File: src/rtl/uns_add_256_ctrl_pkg.sv
// Shared types and defaults for the 256-bit slice-serial adder sequencer.
package uns_add_256_ctrl_pkg;

  localparam int WORDS_DEF = 16;
  localparam int CW_DEF    = 4;

  typedef enum logic [2:0] {
    IDLE   = 3'd0,
    LOAD_A = 3'd1,
    LOAD_B = 3'd2,
    ADD    = 3'd3,
    FIN    = 3'd4,
    OUT    = 3'd5
  } state_t;

endpackage

File: src/rtl/uns_add_beat_cnt.sv
// Beat counter shared by all sequencer phases; clr has priority over inc.
module uns_add_beat_cnt
  import uns_add_256_ctrl_pkg::*;
#(
  parameter int WORDS = WORDS_DEF,
  parameter int CW    = CW_DEF
) (
  input  logic          clk,
  input  logic          rst,
  input  logic          inc,
  input  logic          clr,
  output logic [CW-1:0] cnt,
  output logic          last
);

  always_ff @(posedge clk or posedge rst) begin
    if (rst) begin
      cnt <= '0;
    end else if (clr) begin
      cnt <= '0;
    end else if (inc) begin
      cnt <= cnt + CW'(1);
    end
  end

  assign last = (cnt == CW'(WORDS - 1));

endmodule

File: src/rtl/uns_add_256_ctrl.sv
// Sequencer for the 256-bit slice-serial unsigned adder datapath.
// Optional macro UNS_ADD_256_CTRL_KEEP_A_EN adds keep_a to reuse operand A.
module uns_add_256_ctrl
  import uns_add_256_ctrl_pkg::*;
#(
  parameter int WORDS = WORDS_DEF,
  parameter int CW    = CW_DEF
) (
  input  logic clk,
  input  logic rst,
  input  logic start,
`ifdef UNS_ADD_256_CTRL_KEEP_A_EN
  input  logic keep_a,
`endif
  output logic busy,
  output logic done,
  input  logic in_valid,
  output logic in_ready,
  output logic out_valid,
  input  logic out_ready,
  output logic out_last,
  input  logic carry_in,
  output logic result_carry,
  output logic rega_we,
  output logic regb_we,
  output logic regs_we,
  output logic rega_sel_cyc,
  output logic regb_sel_cyc,
  output logic regs_sel_cyc,
  output logic dff_we,
  output logic carry_clr
);

  state_t        state, next_state;
  logic          cnt_inc, cnt_clr, cnt_last;
  logic [CW-1:0] cnt;
  logic          done_r, rc_r;
  logic          skip_a;

`ifdef UNS_ADD_256_CTRL_KEEP_A_EN
  assign skip_a = keep_a;
`else
  assign skip_a = 1'b0;
`endif

  uns_add_beat_cnt #(.WORDS(WORDS), .CW(CW)) u_beat_cnt (
    .clk  (clk),
    .rst  (rst),
    .inc  (cnt_inc),
    .clr  (cnt_clr),
    .cnt  (cnt),
    .last (cnt_last)
  );

  always_ff @(posedge clk or posedge rst) begin
    if (rst) begin
      state  <= IDLE;
      done_r <= 1'b0;
      rc_r   <= 1'b0;
    end else begin
      state  <= next_state;
      done_r <= (state == OUT) && (next_state == IDLE);
      if (state == FIN) begin
        rc_r <= carry_in;
      end
    end
  end

  always_comb begin
    next_state = state;
    cnt_inc    = 1'b0;
    case (state)
      IDLE:   if (start) next_state = skip_a ? LOAD_B : LOAD_A;
      LOAD_A: if (in_valid) begin
        cnt_inc = 1'b1;
        if (cnt_last) next_state = LOAD_B;
      end
      LOAD_B: if (in_valid) begin
        cnt_inc = 1'b1;
        if (cnt_last) next_state = ADD;
      end
      ADD: begin
        cnt_inc = 1'b1;
        if (cnt_last) next_state = FIN;
      end
      FIN:    next_state = OUT;
      OUT:    if (out_ready) begin
        cnt_inc = 1'b1;
        if (cnt_last) next_state = IDLE;
      end
      default: next_state = IDLE;
    endcase
  end

  // Every phase starts counting from beat 0.
  assign cnt_clr = (next_state != state);

  always_comb begin
    rega_we      = 1'b0;
    regb_we      = 1'b0;
    regs_we      = 1'b0;
    rega_sel_cyc = 1'b0;
    regb_sel_cyc = 1'b0;
    regs_sel_cyc = 1'b0;
    dff_we       = 1'b0;
    carry_clr    = 1'b0;
    in_ready     = 1'b0;
    out_valid    = 1'b0;
    case (state)
      IDLE:   carry_clr = start;
      LOAD_A: begin
        in_ready = 1'b1;
        rega_we  = in_valid;
      end
      LOAD_B: begin
        in_ready = 1'b1;
        regb_we  = in_valid;
      end
      ADD: begin
        rega_we      = 1'b1;
        regb_we      = 1'b1;
        rega_sel_cyc = 1'b1;
        regb_sel_cyc = 1'b1;
        dff_we       = 1'b1;
        regs_we      = 1'b1;
      end
      OUT: begin
        out_valid    = 1'b1;
        regs_we      = out_ready;
        regs_sel_cyc = out_ready;
      end
      default: ;
    endcase
  end

  assign busy         = (state != IDLE);
  assign done         = done_r;
  assign out_last     = (state == OUT) && cnt_last;
  assign result_carry = rc_r;

endmodule

File: config.mk
export PLATFORM = sky130hd
export DESIGN_NAME = uns_add_256_ctrl
export DESIGN_NICKNAME = d
export VERILOG_FILES = /design/src/rtl/uns_add_256_ctrl_pkg.sv /design/src/rtl/uns_add_beat_cnt.sv /design/src/rtl/uns_add_256_ctrl.sv
export SDC_FILE = /design/constraint.sdc
export NUM_CORES = 1
export LEC_CHECK = 0
export ABC_AREA = 1
export CAP_MARGIN = 20
export CORE_ASPECT_RATIO = 1.1
export CORE_MARGIN = 10
export CORE_UTILIZATION = 30
export CTS_CLUSTER_DIAMETER = 40
export CTS_CLUSTER_SIZE = 16
export DETAILED_ROUTE_END_ITERATION = 10
export PLACE_DENSITY = 0.64
export SKIP_CTS_REPAIR_TIMING = 1
export SLEW_MARGIN = 25
export SYNTH_ARGS = -nofsm -noshare
export SYNTH_HDL_FRONTEND = slang
export SYNTH_SLANG_ARGS = --single-unit
File: constraint.sdc
create_clock -name clk -period 1.3 [get_ports clk]
set_input_delay 0.39 -clock clk [delete_from_list [all_inputs] [get_ports clk]]
set_output_delay 0.39 -clock clk [all_outputs]
set_load 0.05 [all_outputs]
# [After elaboration in Yosys (flattened, before gate mapping)]
# Index checks and enable logic that the tools add are counted.
[classes] multipliers=0 n_eq_ne=7 n_shift=0 n_mux=22 order_cmp=0 n_reduce_logical=7 add_sub_neg=1 div=0 n_bitwise=0
[ops] op="3-bit two-way mux" count=8
[ops] op="3-bit case mux with 6 select lines" count=1
[ops] op="4-bit two-way mux" count=2
[ops] op="1-bit two-way mux" count=7
[ops] op="3-bit by 2-bit equality test with 1-bit output, second input constant" count=2
[ops] op="3-bit equality test, second input constant" count=2
[ops] op="3-bit logical NOT" count=2
[ops] op="1-bit case mux with 2 select lines" count=3
[ops] op="4-bit by 1-bit adder with 4-bit output, second input constant" count=1
[ops] op="4-bit equality test, second input constant" count=1
[ops] op="3-bit by 1-bit equality test with 1-bit output, second input constant" count=1
[ops] op="3-bit inequality test" count=1
[ops] op="1-bit case mux with 3 select lines" count=1
[ops] op="3-bit nonzero test" count=1
[ops] op="1-bit logical AND" count=2
[ops] op="2-bit nonzero test" count=1
[ops] op="2-bit OR reduction" count=1
[totals] latch_bits=0 elab_cells=41 ram_bits=0 mem_bits_ro=0 register_bits=9 mem_count=0

# [Depth between registers and ports, before layout]
[logic_depth] ltp_word=6 ltp_mapped=9

# [Modules after synthesis]
# Synthesis repeated with hierarchy kept, for this count alone.
[unflattened] hier_cells=88 area_unflattened_um2=615.6
[modules_own_cells] module="uns_add_256_ctrl" cells_each=61 instances=1 area_per_inst_um2=400.4 seq_area_each_um2=125.1
[modules_own_cells] module="uns_add_beat_cnt" cells_each=27 instances=1 area_per_inst_um2=215.2 seq_area_each_um2=100.1

# [Least setup slack after synthesis]
# Ideal clock, no wire load.
[synth_path] path_kind="register to output" start="reg u_beat_cnt.cnt[0]" end="out out_last" setup_slack_ns=-0.863 n_path_buf=0 t_arrival_ns=1.773 required_time_ns=0.910 path_stages_with_launch=4 cell_sequence="dfrtp_1 ha_1 nand3_1 nor3_1"
[synth_via] elab_chain_cells=2
[synth_lines] item="start: declaration" line="uns_add_beat_cnt.sv:12" rtl="output logic [CW-1:0] cnt,"
[synth_lines] item="start signal: assignment" line="uns_add_beat_cnt.sv:22" rtl="cnt <= cnt + CW'(1);"
[synth_lines] item="4-bit equality test" line="uns_add_beat_cnt.sv:26" rtl="assign last = (cnt == CW'(WORDS - 1));"
[synth_lines] item="1-bit logical AND" line="uns_add_256_ctrl.sv:138" rtl="assign out_last = (state == OUT) && cnt_last;"
[synth_lines] item="end: declaration" line="uns_add_256_ctrl.sv:21" rtl="output logic out_last,"
# Every way passes these cells.

# [Worst setup path after layout]
[layout_path] start="reg state[0]" end="out rega_we"
[layout_via] elab_chain_cells=2 word_cells_on_any_way=3
[layout_lines] item="start: declaration" line="uns_add_256_ctrl.sv:34" rtl="state_t state, next_state;"
[layout_lines] item="start signal: assignment" line="uns_add_256_ctrl.sv:61" rtl="state <= next_state;"
[layout_lines] item="3-bit by 2-bit equality test with 1-bit output / 3-bit by 1-bit equality test with 1-bit output (equally long branches)" line="uns_add_256_ctrl.sv:109" rtl="case (state)"
[layout_lines] item="1-bit case mux with 2 select lines *" line="uns_add_256_ctrl.sv:109"
[layout_lines] item="end: declaration" line="uns_add_256_ctrl.sv:24" rtl="output logic rega_we,"
# Mark *: on every way between the ends. The rest lies on a longest branch, timed or not.

==> metrics.md <==
| Metric | Value |
|---|---|
| Buf/Inv on CP | 2 |
| Worst-Margin Slew | 0.331 ns |
| Worst EP required | 0.91 ns |
| Syn Inst Count | 88 |
| EDFF count, synth | 0 |
| CP delay by family, top | flip-flops |
| Die H | 67.7 microns |
| Final Instance Area | 1330 sq um |
| Final GP Congestion | 0.776 |
| Slowest CP cell | dfrtp_2 |
| Layout Nets | 142 |
| Maximum number of pins on one net before global-route repair | 10 |
| Yosys reg bits | 9 |
| Multi-input gate area | 450 sq um |
| Pwr Density | 2380 nW/um^2 |
| First-pass GRT wire length | 3030 microns |
| HP Class | input pin to async pin |
| Crit path cell chain | buf_4, nand3_4, o22ai_2, buf_12 |
| Clk_lat worst skew | 0.25 ns |
| First-pass DRT Iterations | 4 |
| Clock sinks | 9 |
| DRC violations left | 0 |
| Register area share after synthesis | 36.3% |
| Yosys cell types | 20 |
| Detail Route Antenna Nets | 0 |
| Area growth, synth to finish | 114% |
| DR WL/cell | 12.0 microns |
| Crit end category | output pin |
| Placement Cell Area | 1190 sq um |
| Starting density of the core | 31.0% |
| Crit-path max FO | 6 |
| Sequential cell area | 229 sq um |
| Final setup fails | 18 |
| Ys Warns | 0 |
| Fmax | 0.581 GHz |
| Top FF cell, synth | dfrtp_1 |
| Fin. max-slew vios | 0 |
| Vias in the first global route | 718 |
| P_leak | 0.639 nW |
| Clock skew | 0.00177 ns |
| Initial DRC Count | 20 |
| FP Rows | 17 |
| Die W | 63.4 microns |
| Max Cap Viol | 0 |
| Final Hold Fails | 0 |
| PortBufs | 19 |
| Util after Layout | 66.5% |
| Slew margin rel. | 77.9% |
| Largest stage delay on the critical path | 0.48 ns |
| Fill cells | 165 |
| Asr flop ratio synth | 100% |
| Clock transition at path regs | 0.05 ns |
| I/O pin total | 20 |
| Status | finished, violations left |
| CTS tree | yes |
| WS Path Type | flip-flop to output pin |
| Antenna fix cells | 0 |
| Post-Syn Area | 621 sq um |
| CTS root buf | clkbuf_4 |
| Vias per cell | 4.50 |
| CTS buffer count | 3 |
| Clk buf depth | 2 |
| Syn avg cell area | 7.05 sq um |
| Post-DP HPWL | 1540 microns |
| Placeable Area | 2000 sq um |
| Final period utilization | 132% |
| Peak supply drop | 1.27 mV |
| Post-Route WL | 1950 microns |
| Failing checks | setup timing |
| Aggregate global routing overflow | 0 |
| Worst setup margin | -0.420 ns |
| CP Data Arrival Time | 1.33 ns |
| Final min period | 1.72 ns |
| RSZ-0062 raised after global routing | yes |
| Share of cells above drive strength 1 | 56.0% |
| Syn nets | 95 |
| Initial antenna violation count | 0 |
| CTS H-tree lvls | 1 |
| Total global-route track usage | 8.64% |
| Die ar. | 4290 sq um |
| Worst setup SP type | flip-flop |
| DR vias | 729 |
Yosys cell counts (2+ instances only):
library cell  number  area (sq um)
nand2_1           23          86.3
o22ai_1            2          12.5
nand3_1            7          35.0
nor2_2             2          12.5
dfrtp_1            9           225
buf_4              2          15.0
nor2_4             2          22.5
nor2_1            11          41.3
nand3_2            2          20.0
nor3_1             2          10.0
inv_1             12          45.0
a21oi_1            2          10.0
nand2_2            5          31.3
registers in the layout, indices dropped and copies added, names as in the netlist:
name,cells
u_beat_cnt.cnt,4
result_carry,1
state,3
done,1
per-layer routing:
| metal | track usage, % | up-vias | wire (microns) |
|---|---|---|---|
| li1 | - | 370 | - |
| met1 | 9.41 | 340 | 823 |
| met2 | 15.6 | 15 | 1050 |
| met3 | 1.16 | 4 | 37 |
| met4 | 5.74 | 0 | 33 |
| met5 | 0 | - | 0 |
cell type report:
type	count	area share, %
Multi-Input combinational cell	64	33.9
Inverter	13	4.61
Sequential cell	9	17.2
Tap cell	28	2.63
Clock buffer	4	1.98
Timing Repair Buffer	44	39.7
cells by family after synthesis:
| family | after synthesis | synth area share, % |
|---|---|---|
| buffers and inverters | 15 | 10.3 |
| adder cells (fa/ha/maj) | 1 | 2.02 |
| AND/OR/NAND/NOR | 59 | 47.8 |
| AO/OA/AOI/OAI | 4 | 3.63 |
| flip-flops | 9 | 36.3 |
path summary, 6_finish.rpt:
| check | depth (start not counted) | endpoint | slack [ns] | from |
|---|---|---|---|---|
| worst max-delay path | 4 | rega_we | -0.42 | state[0] |
| worst min-delay path | 2 | done | 0.39 | rst |
| worst max register to register | 10 | u_beat_cnt.cnt[0] | -0.20 | state[2] |
| worst min register to register | 2 | result_carry | 0.58 | result_carry |
| max in group asynchronous | 2 | state[2] | 0.64 | rst |
| min in group clk | 2 | result_carry | 0.58 | result_carry |
cells in the final DEF (no fill, tap or decap), drive strengths merged:
master / count
nor4: 1
inv: 11
ha: 1
dfrtp: 9
nand4: 1
a21oi: 2
nand2: 29
o22ai: 2
clkinvlp: 2
or2: 1
clkdlybuf4s50: 4
dlymetal6s2s: 1
nor3: 2
nand3b: 1
clkbuf: 4
nor2: 15
buf: 39
nand3: 9
power by group:
group / switching (W) / leakage (nW) / internal, W
Sequential: 0.000137 / 0.111 / 0.000375
Clock: 0.0000828 / 0.0150 / 0.000117
Combinational: 0.00129 / 0.513 / 0.00116
stage by stage:
stage	setup slack, ns	total power, W	std cells	hold slack (ns)	TNS (ns)
after CTS	-0.502	0.00294	157	0.390	-6.31
after global placement	-0.421	0.00268	153	0.570	-5.66
final	-0.420	0.00317	162	0.390	-5.53
after global routing	-0.478	0.00338	162	0.416	-6.92
after floorplan	-0.334	0.00169	88	0.218	-2.75
after detailed placement	-0.456	0.00273	153	0.575	-5.89
worst reg2reg max path, delay by kind of cell (launching register included):
kind / cells / cell delay (ns)
and+or+nand+nor: 8 / 0.60
buffers and inverters: 2 / 0.32
DFF: 1 / 0.47
Power figures use the tool's default switching activity.
